### src/rtl/execute_issue_stage_if.sv
// Issue-side and ALU-side signal bundle for execute_issue_stage.
// master = decode/forwarding/ALU environment, slave = the issue stage itself.
interface execute_issue_stage_if;
    logic        flush;
    logic        in_valid;
    logic        in_ready;
    logic [3:0]  in_control;
    logic [4:0]  in_rs_addr;
    logic [4:0]  in_rt_addr;
    logic [4:0]  in_rd_addr;
    logic [31:0] in_rs_value;
    logic [31:0] in_rt_value;
    logic [15:0] in_immediate;
    logic        in_use_immediate;
    logic        fwd_ex_valid;
    logic [4:0]  fwd_ex_addr;
    logic [31:0] fwd_ex_data;
    logic        fwd_mem_valid;
    logic [4:0]  fwd_mem_addr;
    logic [31:0] fwd_mem_data;
    logic        out_valid;
    logic        out_ready;
    logic [3:0]  control;
    logic [31:0] operand0;
    logic [31:0] operand1;
    logic [4:0]  dest_addr;

    modport master (
        output flush, in_valid, in_control, in_rs_addr, in_rt_addr, in_rd_addr,
               in_rs_value, in_rt_value, in_immediate, in_use_immediate,
               fwd_ex_valid, fwd_ex_addr, fwd_ex_data,
               fwd_mem_valid, fwd_mem_addr, fwd_mem_data, out_ready,
        input  in_ready, out_valid, control, operand0, operand1, dest_addr
    );

    modport slave (
        input  flush, in_valid, in_control, in_rs_addr, in_rt_addr, in_rd_addr,
               in_rs_value, in_rt_value, in_immediate, in_use_immediate,
               fwd_ex_valid, fwd_ex_addr, fwd_ex_data,
               fwd_mem_valid, fwd_mem_addr, fwd_mem_data, out_ready,
        output in_ready, out_valid, control, operand0, operand1, dest_addr
    );
endinterface

### src/rtl/execute_issue_stage.sv
// ID/EX issue stage: operand forwarding, immediate selection and a 2-entry skid queue.
// Define STALL_COUNTER_EN to add the stall_cycles output counting back-pressured cycles.
module execute_issue_stage #(
    parameter int DEPTH = 2
) (
    input  logic                 clock,
    input  logic                 reset,
    execute_issue_stage_if.slave bus
`ifdef STALL_COUNTER_EN
    ,
    output logic [31:0]          stall_cycles
`endif
);
    localparam int DATA_W = 32;
    localparam logic [1:0] FULL_COUNT = 2'(DEPTH);

    function automatic logic [DATA_W-1:0] resolve_operand(
        input logic [4:0]        addr,
        input logic [DATA_W-1:0] rf_value,
        input logic              ex_valid,
        input logic [4:0]        ex_addr,
        input logic [DATA_W-1:0] ex_data,
        input logic              mem_valid,
        input logic [4:0]        mem_addr,
        input logic [DATA_W-1:0] mem_data
    );
        logic [DATA_W-1:0] value;
        value = rf_value;
        if (addr != 5'd0) begin
            if (ex_valid && ex_addr == addr) value = ex_data;
            else if (mem_valid && mem_addr == addr) value = mem_data;
        end
        return value;
    endfunction

    function automatic logic [DATA_W-1:0] select_operand1(
        input logic [3:0]        ctl,
        input logic              use_imm,
        input logic [15:0]       imm,
        input logic [DATA_W-1:0] rt_value
    );
        logic signed [DATA_W-1:0] imm_sext;
        logic [DATA_W-1:0]        value;
        imm_sext = DATA_W'(signed'(imm));
        if (!use_imm) begin
            value = rt_value;
        end else begin
            case (ctl)
                4'b0000, 4'b0001, 4'b0011, 4'b0100: value = {16'd0, imm};
                4'b1000, 4'b1001, 4'b1010:          value = {27'd0, imm[10:6]};
                default:                            value = imm_sext;
            endcase
        end
        return value;
    endfunction

    logic [1:0]        count;
    logic [1:0]        next_count;
    logic              in_ready_p1;
    logic              out_valid_p1;
    logic              accept;
    logic              pop;
    logic              load_head_new;
    logic              load_tail;
    logic              load_head_tail;

    logic [DATA_W-1:0] entry_operand0_p0;
    logic [DATA_W-1:0] entry_operand1_p0;
    logic [DATA_W-1:0] entry_rt_p0;

    logic [3:0]        head_control_p1;
    logic [DATA_W-1:0] head_operand0_p1;
    logic [DATA_W-1:0] head_operand1_p1;
    logic [4:0]        head_dest_p1;
    logic [3:0]        tail_control_p1;
    logic [DATA_W-1:0] tail_operand0_p1;
    logic [DATA_W-1:0] tail_operand1_p1;
    logic [4:0]        tail_dest_p1;

    // Stage p0: resolve the incoming instruction's operands at the accept edge
    assign entry_operand0_p0 = resolve_operand(bus.in_rs_addr, bus.in_rs_value,
        bus.fwd_ex_valid, bus.fwd_ex_addr, bus.fwd_ex_data,
        bus.fwd_mem_valid, bus.fwd_mem_addr, bus.fwd_mem_data);
    assign entry_rt_p0 = resolve_operand(bus.in_rt_addr, bus.in_rt_value,
        bus.fwd_ex_valid, bus.fwd_ex_addr, bus.fwd_ex_data,
        bus.fwd_mem_valid, bus.fwd_mem_addr, bus.fwd_mem_data);
    assign entry_operand1_p0 = select_operand1(bus.in_control, bus.in_use_immediate,
        bus.in_immediate, entry_rt_p0);

    assign accept = bus.in_valid && in_ready_p1 && !bus.flush;
    assign pop    = out_valid_p1 && bus.out_ready;

    always_comb begin
        next_count     = count;
        load_head_new  = 1'b0;
        load_tail      = 1'b0;
        load_head_tail = 1'b0;
        if (bus.flush) begin
            next_count = 2'd0;
        end else begin
            case (count)
                2'd0: begin
                    if (accept) begin
                        next_count    = 2'd1;
                        load_head_new = 1'b1;
                    end
                end
                2'd1: begin
                    // Simultaneous push/pop replaces the head in place
                    if (accept && pop) begin
                        load_head_new = 1'b1;
                    end else if (accept) begin
                        next_count = 2'd2;
                        load_tail  = 1'b1;
                    end else if (pop) begin
                        next_count = 2'd0;
                    end
                end
                default: begin
                    if (pop) begin
                        next_count     = 2'd1;
                        load_head_tail = 1'b1;
                    end
                end
            endcase
        end
    end

    // Stage p1: queue registers presented to the ALU
    always_ff @(posedge clock) begin
        if (reset) begin
            count            <= 2'd0;
            in_ready_p1      <= 1'b1;
            out_valid_p1     <= 1'b0;
            head_control_p1  <= 4'd0;
            head_operand0_p1 <= '0;
            head_operand1_p1 <= '0;
            head_dest_p1     <= 5'd0;
        end else begin
            count        <= next_count;
            in_ready_p1  <= next_count < FULL_COUNT;
            out_valid_p1 <= next_count != 2'd0;
            if (load_head_new) begin
                head_control_p1  <= bus.in_control;
                head_operand0_p1 <= entry_operand0_p0;
                head_operand1_p1 <= entry_operand1_p0;
                head_dest_p1     <= bus.in_rd_addr;
            end else if (load_head_tail) begin
                head_control_p1  <= tail_control_p1;
                head_operand0_p1 <= tail_operand0_p1;
                head_operand1_p1 <= tail_operand1_p1;
                head_dest_p1     <= tail_dest_p1;
            end
        end
    end

    always_ff @(posedge clock) begin
        if (load_tail && !reset) begin
            tail_control_p1  <= bus.in_control;
            tail_operand0_p1 <= entry_operand0_p0;
            tail_operand1_p1 <= entry_operand1_p0;
            tail_dest_p1     <= bus.in_rd_addr;
        end
    end

    assign bus.in_ready  = in_ready_p1;
    assign bus.out_valid = out_valid_p1;
    assign bus.control   = head_control_p1;
    assign bus.operand0  = head_operand0_p1;
    assign bus.operand1  = head_operand1_p1;
    assign bus.dest_addr = head_dest_p1;

`ifdef STALL_COUNTER_EN
    // Flush deliberately leaves the counter alone; it wraps naturally
    always_ff @(posedge clock) begin
        if (reset) begin
            stall_cycles <= '0;
        end else if (out_valid_p1 && !bus.out_ready) begin
            stall_cycles <= stall_cycles + 32'd1;
        end
    end
`endif
endmodule

### src/flat_wrapper.sv
// flat-port wrapper written by rule: the top's interface ports become plain ports
module execute_issue_stage_flat 
#(
    parameter int DEPTH = 2
)
  (clock, reset, bus_flush, bus_in_valid, bus_in_control, bus_in_rs_addr, bus_in_rt_addr, bus_in_rd_addr, bus_in_rs_value, bus_in_rt_value, bus_in_immediate, bus_in_use_immediate, bus_fwd_ex_valid, bus_fwd_ex_addr, bus_fwd_ex_data, bus_fwd_mem_valid, bus_fwd_mem_addr, bus_fwd_mem_data, bus_out_ready, bus_in_ready, bus_out_valid, bus_control, bus_operand0, bus_operand1, bus_dest_addr);
  execute_issue_stage_if bus_i ();
  input  logic clock;
  input  logic reset;
  input wire logic [$bits(bus_i.flush)-1:0] bus_flush;
  input wire logic [$bits(bus_i.in_valid)-1:0] bus_in_valid;
  input wire logic [$bits(bus_i.in_control)-1:0] bus_in_control;
  input wire logic [$bits(bus_i.in_rs_addr)-1:0] bus_in_rs_addr;
  input wire logic [$bits(bus_i.in_rt_addr)-1:0] bus_in_rt_addr;
  input wire logic [$bits(bus_i.in_rd_addr)-1:0] bus_in_rd_addr;
  input wire logic [$bits(bus_i.in_rs_value)-1:0] bus_in_rs_value;
  input wire logic [$bits(bus_i.in_rt_value)-1:0] bus_in_rt_value;
  input wire logic [$bits(bus_i.in_immediate)-1:0] bus_in_immediate;
  input wire logic [$bits(bus_i.in_use_immediate)-1:0] bus_in_use_immediate;
  input wire logic [$bits(bus_i.fwd_ex_valid)-1:0] bus_fwd_ex_valid;
  input wire logic [$bits(bus_i.fwd_ex_addr)-1:0] bus_fwd_ex_addr;
  input wire logic [$bits(bus_i.fwd_ex_data)-1:0] bus_fwd_ex_data;
  input wire logic [$bits(bus_i.fwd_mem_valid)-1:0] bus_fwd_mem_valid;
  input wire logic [$bits(bus_i.fwd_mem_addr)-1:0] bus_fwd_mem_addr;
  input wire logic [$bits(bus_i.fwd_mem_data)-1:0] bus_fwd_mem_data;
  input wire logic [$bits(bus_i.out_ready)-1:0] bus_out_ready;
  output wire logic [$bits(bus_i.in_ready)-1:0] bus_in_ready;
  output wire logic [$bits(bus_i.out_valid)-1:0] bus_out_valid;
  output wire logic [$bits(bus_i.control)-1:0] bus_control;
  output wire logic [$bits(bus_i.operand0)-1:0] bus_operand0;
  output wire logic [$bits(bus_i.operand1)-1:0] bus_operand1;
  output wire logic [$bits(bus_i.dest_addr)-1:0] bus_dest_addr;
  assign bus_i.flush = bus_flush;
  assign bus_i.in_valid = bus_in_valid;
  assign bus_i.in_control = bus_in_control;
  assign bus_i.in_rs_addr = bus_in_rs_addr;
  assign bus_i.in_rt_addr = bus_in_rt_addr;
  assign bus_i.in_rd_addr = bus_in_rd_addr;
  assign bus_i.in_rs_value = bus_in_rs_value;
  assign bus_i.in_rt_value = bus_in_rt_value;
  assign bus_i.in_immediate = bus_in_immediate;
  assign bus_i.in_use_immediate = bus_in_use_immediate;
  assign bus_i.fwd_ex_valid = bus_fwd_ex_valid;
  assign bus_i.fwd_ex_addr = bus_fwd_ex_addr;
  assign bus_i.fwd_ex_data = bus_fwd_ex_data;
  assign bus_i.fwd_mem_valid = bus_fwd_mem_valid;
  assign bus_i.fwd_mem_addr = bus_fwd_mem_addr;
  assign bus_i.fwd_mem_data = bus_fwd_mem_data;
  assign bus_i.out_ready = bus_out_ready;
  assign bus_in_ready = bus_i.in_ready;
  assign bus_out_valid = bus_i.out_valid;
  assign bus_control = bus_i.control;
  assign bus_operand0 = bus_i.operand0;
  assign bus_operand1 = bus_i.operand1;
  assign bus_dest_addr = bus_i.dest_addr;
  execute_issue_stage #(.DEPTH(DEPTH)) u_core (.clock(clock), .reset(reset), .bus(bus_i));
endmodule
### config.mk
export PLATFORM = sky130hd
export DESIGN_NAME = execute_issue_stage_flat
export DESIGN_NICKNAME = d
export VERILOG_FILES = /design/src/rtl/execute_issue_stage_if.sv /design/src/rtl/execute_issue_stage.sv /design/src/flat_wrapper.sv
export SDC_FILE = /design/constraint.sdc
export NUM_CORES = 1
export LEC_CHECK = 0
export ABC_AREA = 1
export CAP_MARGIN = 20
export CORE_ASPECT_RATIO = 1.75
export CORE_UTILIZATION = 52
export DETAILED_ROUTE_END_ITERATION = 6
export HOLD_SLACK_MARGIN = 0.08
export PLACE_DENSITY = 0.87
export SETUP_SLACK_MARGIN = 0.2
export SYNTH_ARGS = -nofsm -noshare
export SYNTH_HDL_FRONTEND = slang
export SYNTH_SLANG_ARGS = --single-unit
### constraint.sdc
create_clock -name clock -period 15.8 [get_ports clock]
set_input_delay 3.16 -clock clock [delete_from_list [all_inputs] [get_ports clock]]
set_output_delay 3.16 -clock clock [all_outputs]
set_load 0.03 [all_outputs]
# --- Yosys cells after proc, flatten, opt, wreduce, memory -nomap -nowiden ---
# Cells that the tools add are included.
word_totals:
  in_bits: 181
  wordCells: 76
  output_inout_bits: 75
  reg_bits: 150
op_classes:
  eq_ne: 11
  n_mux: 33
  reduce_logical: 20
  n_lt_le_gt_ge: 1
ops:
  columns: ["op", "n"]
  rows:
  - ["$mux 32", 11]
  - ["$pmux 32 s2", 1]
  - ["$eq 5x5->1", 4]
  - ["$eq 4x4->1 const B", 3]
  - ["$mux 2", 6]
  - ["$mux 5", 2]
  - ["$reduce_bool 5->1", 2]
  - ["$logic_and 1x1->1", 9]
  - ["$mux 1", 9]
  - ["$mux 4", 2]
  - ["$eq 4x1->1 const B", 1]
  - ["$eq 4x2->1 const B", 1]
  - ["$eq 4x3->1 const B", 1]
  - ["$logic_not 4->1", 1]
  - ["$pmux 2 s2", 1]
  - ["$reduce_bool 2->1", 2]
  - ["$reduce_or 4->1", 1]
  - ["$reduce_or 3->1", 1]
  - ["$eq 2x1->1 const B", 1]
  - ["$logic_not 1->1", 2]
  - ["$logic_not 2->1", 1]
  - ["$lt 2x2->1 const B", 1]
  - ["$pmux 1 s2", 1]
  - ["$reduce_or 2->1", 1]

# --- Longest topological paths before layout ---
logic_depth:
  word_depth: 7
  depth_mapped: 15

# --- Worst setup path before layout ---
# No wires, ideal clock.
synth_timing:
  path_type: "input port to flip-flop"
  from: "input bus_flush"
  to: "register u_core.tail_control_p1[0] (enable)"
  arrival_time_ns: 6.710
  path_buffers: 0
  path_stages: 4
  slack_ns: 8.585
  cell_sequence: "inv_2 nand4_1 or2_2 nor2_1"
synth_between:
  elab_chain_len: 7
  word_cells_on_any_way: 8
  classes_between: "mux (4); reduce/logical (4)"
synth_lines:
  columns: ["item", "line", "source"]
  rows:
  - ["from (decl)", "flat_wrapper.sv:10", "input wire logic [$bits(bus_i.flush)-1:0] bus_flush;"]
  - ["$logic_not 1->1", "execute_issue_stage.sv:90", "assign accept = bus.in_valid && in_ready_p1 && !bus.flush;"]
  - ["$logic_and 1x1->1", "execute_issue_stage.sv:90", null]
  - ["$mux 1 or $logic_and 1x1->1 (tied branches)", "execute_issue_stage.sv:112, execute_issue_stage.sv:110", null]
  - ["$mux 1", "execute_issue_stage.sv:110", "if (accept && pop) begin"]
  - ["$mux 1", "execute_issue_stage.sv:101", "case (count)"]
  - ["$mux 1 *", "execute_issue_stage.sv:98", "if (bus.flush) begin"]
  - ["$logic_and 1x1->1 *", "execute_issue_stage.sv:158", "if (load_tail && !reset) begin"]
  - ["to (signal assigned)", "execute_issue_stage.sv:159", "tail_control_p1 <= bus.in_control;"]
  - ["to (decl)", "execute_issue_stage.sv:75", "logic [3:0] tail_control_p1;"]
# Every way passes the cells marked *; elsewhere a longest branch is shown, timed or not.
# A chain may end at the register's enable or synchronous reset.

# --- Worst setup path after layout ---
layout_timing:
  from: "input bus_out_ready"
  to: "register u_core.head_operand1_p1[3], in the netlist u_core.bus.operand1[3]"
layout_between:
  elab_chain_len: 6
  word_cells_on_any_way: 10
  classes_between: "mux (7); reduce/logical (3)"
layout_lines:
  columns: ["item", "line", "source"]
  rows:
  - ["from (decl)", "flat_wrapper.sv:26", "input wire logic [$bits(bus_i.out_ready)-1:0] bus_out_ready;"]
  - ["$logic_and 1x1->1 *", "execute_issue_stage.sv:91", "assign pop = out_valid_p1 && bus.out_ready;"]
  - ["$logic_and 1x1->1", "execute_issue_stage.sv:110", null]
  - ["$mux 1", "execute_issue_stage.sv:110", null]
  - ["$pmux 1 s2", "execute_issue_stage.sv:101", null]
  - ["$mux 1", "execute_issue_stage.sv:98", null]
  - ["$mux 32 or $reduce_bool 2->1 (tied branches)", null, null]
  - ["to (signal assigned)", "execute_issue_stage.sv:146", "head_operand1_p1 <= entry_operand1_p0;"]
  - ["to (signal assigned)", "execute_issue_stage.sv:151", "head_operand1_p1 <= tail_operand1_p1;"]
  - ["to (decl)", "execute_issue_stage.sv:73", "logic [DATA_W-1:0] head_operand1_p1;"]
# Marked as above.

==> metrics.txt <==
dpl cells=1637; Worst Hold Class=register to register; Synth Register Bits=150; DRT antenna net count=0; GRT Total Usage=35.7%; area grow syn2layout=37.2%; r2r setup slk=12460 ps; DRT iter0 DRCs=955; critical path type=input port to register; CP endpoint=u_core.bus.operand1[3]$_SDFFE_PP0P_; post-layout util=73.7%; Mapped Nets=1438; R2R depth=11; Critical R2R Launch=u_core.bus.out_valid$_SDFF_PP0_; ys flop type=dfxtp_1; slew margin rel.=24.0%; worst path required time=16100 ps; synth top area cells=edfxtp_1 (25%), dfxtp_1 (18%), nand2_1 (17%); Ys Warns=0; vias in the first global route=8858; CP max FO=60; die area=17100 um^2; Setup Buffers After CTS=0; core area=16000 um^2; antenna violations before repair=0; area leader, netlist=edfxtp_1; final number of setup-violating endpoints=0; CP arrival=6500 ps; die extent in x=99.3 um; Mapped Cells=1257; first-pass GRT wire length=46200 um; Yosys top cell area share=25.5%; Max-cap violations=0; Nets=1650; Worst-path clk slew=70 ps; Non-Filler Instances=1671; clock sink count=150; Post-CTS Resized=0; worst skew pair latency=430 ps; # diodes=0; wire per inst=18.2 um; post-route setup TNS=0 ps; Critical Path Max Stage Delay=790 ps; Worst Path Buf+Inv=4; first-pass iteration count of the detailed router=7; failing checks=DRC; critical path depth in cells=12; CP dominant cell by count=nand2_1; Cell variety after synth=33; Post-CTS Hold Fix Bufs=0; Num CTS Buffers=17; worst setup margin=9600 ps; ys async rst share=0%; EDFF count, synth=73; Placer Congestion=0.947; GRT overflow=0; Max VDD drop=58.5 uV; fin crit period=6200 ps; DP Worst Slack=9350 ps; sequential area share after synthesis=43.4%; fraction of layout cells with a size suffix above 1=5.74%; die span in y=172 um; largest net degree at the start of global routing=74; Leakage=5.19 nW; CTS root buf=clkbuf_16; cell family with most CP delay=buffers and inverters; DRT Wirelength=30400 um; CTS Buffer Depth=2; final hold viol count=0; PortBufs=255; Tcrit/Tclk final=39.3%; Via Count=9430; syn avg cell area=6.85 um^2; FF-to-FF End=u_core.bus.operand1[3]$_SDFFE_PP0P_; Pwr per Cell Area=88.1 nW/um^2; H-Tree Depth=4; DRC viols=15; Setup crit end kind=register; RSZ-0062 raised after global routing=no; Starting Density=53.7%; CTS tree=yes; CP Cell Sequence=clkdlybuf4s50_1, nand2_1, nor2_1, nand2_2, buf_4, nand2_1, buf_4, inv_2, nand2_1, o21ai_0, a21oi_1, nor2_1; Worst setup startpoint=bus_out_ready; I/O pins=256; Vias/cell=5.64; pins over their slew limit=0; Worst Tran Pin Value=1140 ps; Cell Area, Synth=8610 um^2; dpl hpwl=20900 um; clk_skew=12.5 ps; status=finished, violations left; Max stage delay cell, worst path=nor2_1; Worst setup SP type=input port; row cnt=61; fmax=161 MHz
==> cell usage after synthesis, types with 7 or more instances <==
cell      number
o21ai_0       93
nand4_1       25
nand3_1       68
buf_1          8
buf_2         10
clkbuf_1      55
or2_2          9
dfxtp_1       77
edfxtp_1      73
o21ai_2       10
inv_2          8
nor2_1        89
and2_1        15
o21a_1         7
a21oi_1      106
nand2_1      385
inv_1        160
o21ai_1       24
==> placed cells by master (no fill, tap or decap), types with 12 or more instances in the layout <==
| cell type | synthesis | layout |
|---|---|---|
| a21oi_1 | 106 | 106 |
| and2_1 | 15 | 15 |
| buf_4 | 1 | 12 |
| clkbuf_16 | 0 | 17 |
| clkdlybuf4s50_1 | 0 | 254 |
| dfxtp_1 | 77 | 77 |
| edfxtp_1 | 73 | 73 |
| inv_1 | 160 | 160 |
| nand2_1 | 385 | 384 |
| nand3_1 | 68 | 67 |
| nand4_1 | 25 | 25 |
| nor2_1 | 89 | 87 |
| o21ai_0 | 93 | 93 |
| o21ai_1 | 24 | 24 |
==> stage by stage <==
stage / cell area (um^2) / hold WS, ps / power, mW
finish: 11800 / 466 / 1.04
global route: 11800 / 492 / 1.07
CTS: 11800 / 467 / 1.03
detailed placement: 11200 / 457 / 0.641
global placement: 11200 / 453 / 0.638
floorplan: 8610 / 476 / 0.541
==> kinds of logic (layout without fill, tap and decap cells) <==
group / after synthesis / in the layout / share of synthesized area (%)
buffers and inverters: 245 / 470 / 11.0
and+or+nand+nor: 600 / 600 / 29.1
DFF: 150 / 150 / 43.4
AOI/OAI and AO/OA: 262 / 262 / 16.5
==> worst min path at each step <==
stage | from | to | cells past startpoint
finish | u_core.bus.dest_addr[3]$_SDFFE_PP0P_ | u_core.bus.dest_addr[3]$_SDFFE_PP0P_ | 2
global route | u_core.bus.operand1[5]$_SDFFE_PP0P_ | u_core.bus.operand1[5]$_SDFFE_PP0P_ | 2
global placement | u_core.bus.operand1[5]$_SDFFE_PP0P_ | u_core.bus.operand1[5]$_SDFFE_PP0P_ | 2
floorplan | u_core.count[0]$_SDFF_PP0_ | u_core.count[0]$_SDFF_PP0_ | 2
CTS | u_core.bus.dest_addr[3]$_SDFFE_PP0P_ | u_core.bus.dest_addr[3]$_SDFFE_PP0P_ | 2
detailed placement | u_core.bus.dest_addr[3]$_SDFFE_PP0P_ | u_core.bus.dest_addr[3]$_SDFFE_PP0P_ | 2
==> power by group <==
part,internal (mW),total [mW],switching (mW)
logic,0.0907,0.209,0.118
clock network,0.226,0.402,0.176
registers,0.421,0.429,0.00794
==> per-layer routing <==
layer	GRT usage [%]	vias up	wire, um
li1	-	4469	-
met1	40.7	4181	10300
met2	59.3	661	14900
met3	7.92	119	3180
met4	24.5	0	2080
met5	0	-	0
==> sequential cells by signal, summed over array words and instances (netlist names) <==
signal and flops:
u_core.bus.operand0 32, u_core.bus.operand1 32, u_core.tail_operand0_p1 32, u_core.tail_operand1_p1 32, u_core.bus.dest_addr 5, u_core.tail_dest_p1 5, u_core.bus.control 4, u_core.tail_control_p1 4
u_core.count 2, u_core.bus.in_ready 1, u_core.bus.out_valid 1
==> worst reg2reg max path, cell delays in order (launching register included) <==
cell	delay (ps)
dfxtp_1	320
nand2_1	70
nor2_1	790
nand2_2	80
buf_4	370
nand2_1	160
buf_4	430
inv_2	460
nand2_1	160
o21ai_0	120
a21oi_1	200
nor2_1	60
==> layout make-up <==
cell class / instances / area [um^2]
Inverter: 169 / 634
Tap cell: 189 / 236
Clock inverter: 13 / 136
Sequential cell: 150 / 3730
Timing Repair Buffer: 269 / 2680
Clock buffer: 19 / 443
Multi-Input combinational cell: 862 / 3950
Fill cell: 1266 / 4210
(Power assumes the default switching activity.)
